===== config.mk =====
export PLATFORM = sky130hd
export DESIGN_NAME = escreve_matriz_ram
export DESIGN_NICKNAME = d
export VERILOG_FILES = /design/src/rtl/matriz_pkg.sv /design/src/rtl/escreve_matriz_ram_seleciona_elem.sv /design/src/rtl/escreve_matriz_ram.sv
export SDC_FILE = /design/constraint.sdc
export NUM_CORES = 1
export LEC_CHECK = 0
export CAP_MARGIN = 10
export CORE_ASPECT_RATIO = 0.75
export CORE_MARGIN = 4
export CORE_UTILIZATION = 40
export CTS_CLUSTER_DIAMETER = 100
export DETAILED_ROUTE_END_ITERATION = 12
export GPL_ROUTABILITY_DRIVEN = 0
export PLACE_DENSITY = 0.68
export SYNTH_ARGS = -nofsm -noshare
export SYNTH_HDL_FRONTEND = slang
export SYNTH_HIERARCHICAL = 1
export SYNTH_SLANG_ARGS = --single-unit

===== constraint.sdc =====
create_clock -name clk -period 3.3 [get_ports clk]
set_input_delay 0.99 -clock clk [delete_from_list [all_inputs] [get_ports clk]]
set_output_delay 0.99 -clock clk [all_outputs]
set_load 0.02 [all_outputs]

===== src/rtl/matriz_pkg.sv =====
// Shared definitions for the matrix/RAM writer and reader blocks.
// Optional verify pass is enabled with ESCREVE_MATRIZ_VERIFY_EN.
package matriz_pkg;

    localparam int ELEM_W    = 9;
    localparam int N_ELEM    = 25;
    localparam int MATRIX_W  = ELEM_W * N_ELEM;
    localparam int ADDR_W    = 8;
    localparam int BASE_ADDR = 50;

    typedef enum logic [1:0] {
        IDLE   = 2'd0,
        WRITE  = 2'd1,
        VERIFY = 2'd2,
        DONE   = 2'd3
    } estado_t;

endpackage


===== src/rtl/escreve_matriz_ram_seleciona_elem.sv =====
// Combinational index-to-element selector over a packed matrix vector.
// Out-of-range indices return zero.
module seleciona_elem #(
    parameter int ELEM_W = matriz_pkg::ELEM_W,
    parameter int N_ELEM = matriz_pkg::N_ELEM,
    parameter int IDX_W  = 5
) (
    input  logic [ELEM_W*N_ELEM-1:0] vetor,
    input  logic [IDX_W-1:0]         idx,
    output logic [ELEM_W-1:0]        elem
);
    import matriz_pkg::*;

    // Element mux: one slice per index value
    always_comb begin
        elem = '0;
        for (int i = 0; i < N_ELEM; i++) begin
            if (idx == IDX_W'(i)) begin
                elem = vetor[i*ELEM_W +: ELEM_W];
            end
        end
    end

endmodule


===== src/rtl/escreve_matriz_ram.sv =====
// Writer side of the matrix/RAM interface: latches a packed matrix on start
// and streams one element per cycle into the RAM result region.
// Define ESCREVE_MATRIZ_VERIFY_EN to add a read-back pass that sets erro.
module escreve_matriz_ram #(
    parameter int ELEM_W    = matriz_pkg::ELEM_W,
    parameter int N_ELEM    = matriz_pkg::N_ELEM,
    parameter int ADDR_W    = matriz_pkg::ADDR_W,
    parameter int BASE_ADDR = matriz_pkg::BASE_ADDR
) (
    input  logic                     clk,
    input  logic                     rst_n,
    input  logic                     start,
    input  logic [ELEM_W*N_ELEM-1:0] matriz_in,
    output logic [ADDR_W-1:0]        ram_endereco,
    output logic [ELEM_W-1:0]        ram_dado,
    output logic                     ram_grava,
    input  logic [ELEM_W-1:0]        ram_dado_lido,
    output logic                     busy,
    output logic                     done,
    output logic                     erro
);
    import matriz_pkg::*;

    localparam int MAT_W = ELEM_W * N_ELEM;
    // One spare code so the verify pass can count a drain step past the last read
    localparam int IDX_W = $clog2(N_ELEM + 1);
    localparam logic [ADDR_W-1:0] BASE = ADDR_W'(BASE_ADDR);

    estado_t            estado_q, estado_d;
    logic [IDX_W-1:0]   idx_q, idx_d;
    logic [MAT_W-1:0]   mat_q, mat_d;
    logic [ADDR_W-1:0]  endereco_q, endereco_d;
    logic [ELEM_W-1:0]  dado_q, dado_d;
    logic               grava_q, grava_d;
    logic               busy_q, busy_d;
    logic               done_q, done_d;
    logic [ELEM_W-1:0]  elem_atual;

    seleciona_elem #(
        .ELEM_W (ELEM_W),
        .N_ELEM (N_ELEM),
        .IDX_W  (IDX_W)
    ) u_sel_escrita (
        .vetor (mat_q),
        .idx   (idx_q),
        .elem  (elem_atual)
    );

    // State register, element index and latched matrix
    always_ff @(posedge clk or negedge rst_n) begin
        if (!rst_n) begin
            estado_q <= IDLE;
            idx_q    <= '0;
            mat_q    <= '0;
        end else begin
            estado_q <= estado_d;
            idx_q    <= idx_d;
            mat_q    <= mat_d;
        end
    end

    // Next-state logic: accept start only in IDLE, walk the index through each pass
    always_comb begin
        estado_d = estado_q;
        idx_d    = idx_q;
        mat_d    = mat_q;
        case (estado_q)
            IDLE: begin
                if (start) begin
                    mat_d    = matriz_in;
                    idx_d    = '0;
                    estado_d = WRITE;
                end
            end
            WRITE: begin
                if (idx_q == IDX_W'(N_ELEM - 1)) begin
                    idx_d = '0;
`ifdef ESCREVE_MATRIZ_VERIFY_EN
                    estado_d = VERIFY;
`else
                    estado_d = DONE;
`endif
                end else begin
                    idx_d = idx_q + 1'b1;
                end
            end
`ifdef ESCREVE_MATRIZ_VERIFY_EN
            VERIFY: begin
                // Index N_ELEM is a drain step that lets the last read return
                if (idx_q == IDX_W'(N_ELEM)) begin
                    idx_d    = '0;
                    estado_d = DONE;
                end else begin
                    idx_d = idx_q + 1'b1;
                end
            end
`endif
            DONE: begin
                estado_d = IDLE;
            end
            default: begin
                estado_d = IDLE;
            end
        endcase
    end

    // Registered RAM-side outputs; address and data hold when not driven
    always_comb begin
        endereco_d = endereco_q;
        dado_d     = dado_q;
        grava_d    = 1'b0;
        busy_d     = 1'b0;
        done_d     = 1'b0;
        case (estado_q)
            WRITE: begin
                grava_d    = 1'b1;
                busy_d     = 1'b1;
                endereco_d = BASE + ADDR_W'(idx_q);
                dado_d     = elem_atual;
            end
`ifdef ESCREVE_MATRIZ_VERIFY_EN
            VERIFY: begin
                busy_d = 1'b1;
                if (idx_q < IDX_W'(N_ELEM)) begin
                    endereco_d = BASE + ADDR_W'(idx_q);
                end
            end
`endif
            DONE: begin
                done_d = 1'b1;
            end
            default: begin
            end
        endcase
    end

    // Output register bank
    always_ff @(posedge clk or negedge rst_n) begin
        if (!rst_n) begin
            endereco_q <= '0;
            dado_q     <= '0;
            grava_q    <= 1'b0;
            busy_q     <= 1'b0;
            done_q     <= 1'b0;
        end else begin
            endereco_q <= endereco_d;
            dado_q     <= dado_d;
            grava_q    <= grava_d;
            busy_q     <= busy_d;
            done_q     <= done_d;
        end
    end

    assign ram_endereco = endereco_q;
    assign ram_dado     = dado_q;
    assign ram_grava    = grava_q;
    assign busy         = busy_q;
    assign done         = done_q;

`ifdef ESCREVE_MATRIZ_VERIFY_EN
    logic               rd_vld_q, rd_vld_d;
    logic [IDX_W-1:0]   rd_idx_q, rd_idx_d;
    logic               cmp_vld_q, cmp_vld_d;
    logic [IDX_W-1:0]   cmp_idx_q, cmp_idx_d;
    logic               erro_q, erro_d;
    logic [ELEM_W-1:0]  elem_cmp;

    seleciona_elem #(
        .ELEM_W (ELEM_W),
        .N_ELEM (N_ELEM),
        .IDX_W  (IDX_W)
    ) u_sel_verif (
        .vetor (mat_q),
        .idx   (cmp_idx_q),
        .elem  (elem_cmp)
    );

    // Read tracking: rd_* marks the cycle the address is on the bus,
    // cmp_* marks the following cycle when the RAM data is valid
    always_comb begin
        rd_vld_d  = (estado_q == VERIFY) && (idx_q < IDX_W'(N_ELEM));
        rd_idx_d  = idx_q;
        cmp_vld_d = rd_vld_q;
        cmp_idx_d = rd_idx_q;
        erro_d    = erro_q;
        if (estado_q == IDLE && start) begin
            erro_d = 1'b0;
        end else if (cmp_vld_q && (ram_dado_lido != elem_cmp)) begin
            erro_d = 1'b1;
        end
    end

    // Verify pipeline and sticky error flag
    always_ff @(posedge clk or negedge rst_n) begin
        if (!rst_n) begin
            rd_vld_q  <= 1'b0;
            rd_idx_q  <= '0;
            cmp_vld_q <= 1'b0;
            cmp_idx_q <= '0;
            erro_q    <= 1'b0;
        end else begin
            rd_vld_q  <= rd_vld_d;
            rd_idx_q  <= rd_idx_d;
            cmp_vld_q <= cmp_vld_d;
            cmp_idx_q <= cmp_idx_d;
            erro_q    <= erro_d;
        end
    end

    assign erro = erro_q;
`else
    logic unused_lido;
    assign unused_lido = ^ram_dado_lido;
    assign erro        = 1'b0;
`endif

endmodule


==> results of run 1 <==
[critical path: stages, from the launching register on]
cell,delay [ns]
dfrtp_1,0.64
inv_1,0.47
nor4_1,0.15
nor4_2,0.47
nand4_1,0.20
a311oi_1,0.39
buf_4,0.20
o21ai_1,0.07
nand2_1,0.08
nand2_1,0.06
[kinds of logic after synthesis]
family,Yosys count
buffers and inverters,89
AO/OA/AOI/OAI,198
other,1
adder cells (fa/ha/maj),3
multiplexers,262
flip-flops,250
XOR/XNOR,3
AND/OR/NAND/NOR,208
[state kept, by name, indices dropped and copies added, names as in the netlist]
name,count
idx_q,5
mat_q,225
estado_q,2
ram_endereco,7
done,1
busy,1
ram_dado,9
[power by group]
part	switching, mW	internal (mW)	leakage (nW)	total, mW
Sequential	1.15	4.56	3.05	5.71
Clock	1.21	1.62	0.394	2.82
Combinational	3.42	3.47	3.52	6.89
[metal layers]
layer / global-route usage [%] / share of wire, %
met1: 33.7 / 45
met2: 32.0 / 40
met3: 9.31 / 12
met4: 5.21 / 2.5
met5: 0 / 0.44
[through the flow]
stage	hold slack (ns)	instances
floorplan	0.449	1015
global route	0.494	1692
finish	0.474	1694
global placement	0.465	1647
detailed placement	0.461	1647
CTS	0.477	1692
[cell usage in the layout, fill, tap and decap left out, types with 4 or more instances in the layout]
| master | synthesis | routed |
|---|---|---|
| dfrtp_1 | 250 | 247 |
| clkdlybuf4s50_1 | 0 | 245 |
| mux2_2 | 129 | 129 |
| mux2_4 | 100 | 100 |
| nand2_1 | 74 | 74 |
| o21ai_0 | 44 | 44 |
| buf_4 | 18 | 42 |
| a21oi_1 | 37 | 37 |
| nor2_1 | 35 | 35 |
| clkbuf_16 | 0 | 27 |
| mux2i_1 | 22 | 22 |
| nand3_1 | 16 | 16 |
| nand2b_1 | 15 | 15 |
| o22ai_1 | 15 | 15 |
| a31oi_1 | 14 | 14 |
| buf_12 | 11 | 14 |
| nor2b_1 | 13 | 13 |
| nor3_1 | 12 | 12 |
| inv_1 | 11 | 11 |
| o21ai_1 | 11 | 11 |
| a211oi_1 | 8 | 8 |
| clkbuf_1 | 9 | 8 |
| mux4_2 | 7 | 7 |
| clkinv_2 | 0 | 6 |
| a22oi_1 | 6 | 6 |
| o32ai_1 | 5 | 5 |
| o2111ai_1 | 5 | 5 |
| o2bb2ai_1 | 5 | 5 |
| o221ai_1 | 5 | 5 |
| and2_1 | 4 | 4 |
| mux2_1 | 4 | 4 |
| or3b_1 | 4 | 4 |
| a211o_1 | 4 | 4 |
[final timing paths]
kind,to,cells after the start,slack (ns),from
hold reg to reg,ram_endereco[2],2,0.47,ram_endereco[2]
min in group asynchronous,mat_q[85],1,0.48,rst_n
setup / recovery,ram_dado[0],9,0.45,idx_q[4]
hold / removal,ram_endereco[2],2,0.47,ram_endereco[2]
setup reg to reg,ram_dado[0],9,0.45,idx_q[4]
max in group asynchronous,mat_q[138],2,2.09,rst_n
[final cells by class]
type | instances | area [sq um]
Fill cell | 2740 | 14900
Inverter | 13 | 48.8
Clock inverter | 8 | 67.6
Antenna cell | 2 | 5.00
Timing Repair Buffer | 302 | 3060
Sequential cell | 250 | 6260
Tap cell | 406 | 508
Multi-Input combinational cell | 676 | 5850
Clock buffer | 37 | 733
==> results.md, run 1 <==
* Synth top area cells: dfrtp_1, mux2_4, mux2_2
* CP required at 3.73 ns
* Fin util at 52.7%
* Ports at 258
* Total Wirelength at 41100 um
* Mean Syn Cell Area at 12.6 sq um
* Synth Area in XOR/XNOR at 0.206%
* Status: complete, no violations
* Worst Max-Slew Pin Slew at 0.857 ns
* Final setup viols at 0
* Post-synthesis adder-cell area fraction at 0.294%
* Wire length per cell at 24.2 um
* Area Growth Syn to Fin at 29.4%
* Power Density at 933 nW/um^2
* Area leader, netlist: dfrtp_1
* Worst skew pair latency at 0.54 ns
* Hold_buf cts at 0
* Clock Path Buffers at 3
* Max Fanout on Critical Path at 19
* Most used DFF post-synth: dfrtp_1
* TNS Setup at 0 ns
* Synth Area in Simple Gates at ~8.5%
* Clk sinks at 250
* Commonest cells in the netlist: dfrtp_1, mux2_2, mux2_4
* Overall Global Routing Usage at a little under a quarter
* Average vias per placed instance at roughly 5.6
* Compound-gate portion of the synthesized area at 10.2%
* Vias at 9526
* Tmin final at 2.85 ns
* Global-route wire length before repair at 61800 um
* Remaining DRCs at 0
* Cell variety after synth at 84
* Mapped Area at 12800 sq um
* Core Rows at 56
* Total power at 15.4 mW
* Core area at 31400 sq um
* Post-CTS Repair Setup Buffers at 0
* Cts bufs inserted at 26
* CTS root buf: clkbuf_16
* Max_cap viols at 0
* EDFF count, synth at 0
* # port buffers at 246
* Rel. slew slack at between 40% and 50%
* HP Class: register to register
* Hold Vio Cnt, Final at 0
* Max-slew violation count at 0
* Dpl cell area at 15700 sq um
* Critical Path AT at 3.27 ns
* Period Utilization, post-route at about 86%
* Post-place setup slack at 0.429 ns
* Leak Pwr at roughly 7.0 nW
* Post-route design area at 16500 sq um
* Syn Inst Count at 1014
* Dpl hpwl at 30800 um
* Clock-pin slew on the worst setup and hold paths at about 0.06 ns
* Largest net degree at the start of global routing at 84
* Height of the die at approximately 160 um
* Drt pass-1 iters at 6
* # resized after CTS at 0
* Final WS setup at 0.454 ns
* FMAX at roughly 0.35 GHz
* Drt initial violations at 1042
* Die area at 34900 sq um
* Post-route ant nets at 0
* Asr flop ratio synth at 100%
* Count leader, synth: dfrtp_1
* Setup crit end kind: register
* Worst Skew at about 0.012 ns
* Starting Density at approximately 40%
* Share of the synthesized area in the top cell type at 48.9%
* RSZ-0062 raised after global routing: no
* Share of the yosys chip area belonging to registers at 48.9%
* Largest family of logic cells by synthesized area: multiplexers
* Yosys warning total at 6
* Synth Register Bits at 250
* Max rail drop VDD at ~0.37 mV
* Critical path type: register to register
* CTS tree: done
* Vias in the first global route at about 9700
* Share of cells above drive strength 1 at 27.0%
* Post-synthesis mux area share at 26.4%
* H-tree depth at 1
* Die span in x at 214 um
* Initial antenna violation count at 17
* Final net count at 1509
* Gr ovfl total at 0
* CP Launch Type: register
No activity file was read; power rests on OpenSTA's default activity.
==> run 2, diff against run 1 <==
- PLACE_DENSITY: 0.68 -> not set
- RECOVER_POWER: not set -> 50
==> run 2 against run 1 <==
The flow now finishes with violations (capacitance limit, slew limit). Sequential share of layout area is 0.24 points lower. Routed wire length grew 1.3%. Critical path depth grew 1. Cell count rose by 0.41%. Die area unchanged. Clock power up 17%. Utilization increased by 0.33 points. First-iteration DRC count up 0.96%. Hold slack gained 0.0045 ns. Clock-buffer cell count is 4 lower. Largest cell class unchanged.
==> results.md, run 2 (same netlist as run 1, synthesis figures left out) <==
* Largest net degree at the start of global routing at 63 (-25%)
* Vias at 9540 (+0.15%)
* Commonest non-fill, non-tap cells in the layout: dfrtp_1, clkdlybuf4s50_1, mux2_2, mux2_4, nand2_1
* Clock Path Buffers at 3 (unchanged)
* Average vias per placed instance at 5.61 (-0.27%)
* Status: complete, but fails checks
* Core Rows at 56 (unchanged)
* Rel. slew slack at -4.45% (-47 points)
* Number of flip-flops in the largest register at 225 (unchanged)
* H-tree depth at 1 (unchanged)
* Setup crit end kind: register
* Clock Power Share at 20.6% (+2.3 points)
* RSZ-0062 raised after global routing: no
* FF/Latch Area at 6260 sq um (unchanged)
* Largest Register: mat_q
* Remaining DRCs at 0 (unchanged)
* # port buffers at 246 (unchanged)
* Switching power at 5.84 mW (+1.2%)
* Max Fanout on Critical Path at 34 (+15)
* Max-slew violation count at 57 (+57)
* Post-CTS Repair Setup Buffers at 0 (unchanged)
* Power Density at 961 nW/um^2 (+3.0%)
* CP Launch Type: register
* Worst Skew at 0.00964 ns (-0.00216 ns)
* Tmin final at 2.87 ns (+0.0255 ns)
* CTS tree: done
* Die span in x at 214 um (unchanged)
* Cts bufs inserted at 26 (unchanged)
* Clock-pin slew on the worst setup and hold paths at 0.06 ns (about the same)
* Sequential share of power at 35.7% (-1.3 points)
* HP Class: register to register
* FMAX at 0.348 GHz (-0.89%)
* Area occupied by multi-input gates at 5850 sq um (unchanged)
* Gr ovfl total at 0 (unchanged)
* # resized after CTS at 0 (unchanged)
* CP required at 3.77 ns (+0.04 ns)
* Most common cell after layout, fill and taps aside: dfrtp_1
* Ports at 258 (unchanged)
* Leak Pwr at 7.05 nW (+1.1%)
* Final net count at 1516 (+0.46%)
* Hold Vio Cnt, Final at 0 (unchanged)
* Global-route wire length before repair at 61900 um (+0.20%)
* Dpl hpwl at 30900 um (+0.32%)
* Clk sinks at 250 (unchanged)
* Drt initial violations at 1052 (+0.96%)
* Height of the die at 163 um (unchanged)
* Combinational fraction of design power at 43.8% (-0.9 points)
* Initial antenna violation count at 10 (-7)
* Total Wirelength at 41600 um (+1.3%)
* Final setup viols at 0 (unchanged)
* Overall Global Routing Usage at 23.2% (+0.20 points)
* Max rail drop VDD at 0.357 mV (-4.2%)
* Area Growth Syn to Fin at 30.2%
* Wire length per cell at 24.5 um (+0.91%)
* Critical path type: register to register
* Placed Cells at 1654 (+0.43%)
* Failing checks: capacitance limit, slew limit
* FILL cells at 2732 (-0.29%)
* Share of cells above drive strength 1 at 27.8% (+0.80 points)
* Vias in the first global route at 9645 (-0.61%)
* Starting Density at 40.7% (unchanged)
* Internal power at 10.1 mW (+5.1%)
* Worst Max-Slew Pin Slew at 1.57 ns (+0.709 ns)
* Die area at 34900 sq um (unchanged)
* Reg2Reg Setup Slack at 0.43 ns (-0.03 ns)
* Max_cap viols at 1 (+1)
* Hold_buf cts at 0 (unchanged)
* TNS Setup at 0 ns (unchanged)
* Period Utilization, post-route at 87.0% (+0.77 points)
* Critical Path AT at 3.34 ns (+0.07 ns)
* Core area at 31400 sq um (unchanged)
* CTS root buf: clkbuf_16
* Post-route ant nets at 0 (unchanged)
* Worst skew pair latency at 0.54 ns (about the same)
* Non-Filler Instances at 1701 (+0.41%)
* Drt pass-1 iters at 6 (unchanged)
* Sw Ratio at 36.5% (-0.89 points)
-- run 2: per-stage QoR --
| stage | setup slack [ns] | hold slack, ns | instance area (sq um) | power, mW | utilization, % |
|---|---|---|---|---|---|
| finish | 0.429 | 0.478 | 16600 | 16.0 | 53.0 |
| global route | 0.154 | 0.508 | 16600 | 16.8 | 53.0 |
| CTS | 0.488 | 0.392 | 16700 | 16.0 | 53.1 |
| detailed placement | 0.511 | 0.466 | 15700 | 12.6 | 50.0 |
| global placement | 0.510 | 0.464 | 15700 | 12.5 | 50.0 |
| floorplan | 1.27 | 0.449 | 12800 | 9.89 | - |
-- run 2: worst paths after layout --
check,start,end,cells past startpoint
worst min-delay path,ram_dado[2],ram_dado[2],2
max in group asynchronous,rst_n,idx_q[0],2
min in group asynchronous,rst_n,mat_q[76],1
worst max-delay path,idx_q[2],ram_dado[7],10
worst min register to register,ram_dado[2],ram_dado[2],2
worst max register to register,idx_q[2],ram_dado[7],10
-- run 2: worst max-delay path: stages (launching register included) --
cell and delay [ns]:
dfrtp_2 0.85, nand2b_1 0.15, buf_4 0.20, nor3_1 0.38, o21ai_1 0.13, a222oi_1 0.32
o21ai_0 0.25, buf_4 0.22, a21oi_1 0.16, nand2_1 0.07, nand2_1 0.06
-- run 2: power groups by stage --
| stage | clock network, mW | registers (mW) | logic, mW |
|---|---|---|---|
| 2_1_floorplan | 0 | 5.29 | 4.61 |
| 3_3_place_gp | 0 | 5.72 | 6.82 |
| 3_5_place_dp | 0 | 5.73 | 6.87 |
| 4_1_cts | 3.36 | 5.70 | 6.93 |
| 5_1_grt | 3.49 | 5.89 | 7.44 |
| 6_report | 3.29 | 5.70 | 6.99 |
-- run 2: layer usage --
metal / global-route usage [%] / vias to the layer above / share of wire (%)
li1: - / 4235 / -
met5: 0 / - / 0.31
met2: 32.2 / 397 / 40
met3: 8.73 / 74 / 9.8
met4: 5.10 / 20 / 2.5
met1: 34.6 / 4814 / 47
-- run 2: final cells by class --
type                       instances  area share (%)
antenna                            3          0.0451
clock buffer                      33            4.50
timing repair buffer             309            18.1
sequential                       250            37.6
tap                              406            3.05
inverter                          13           0.293
clock inverter                    11            1.23
multi-input combinational        676            35.2
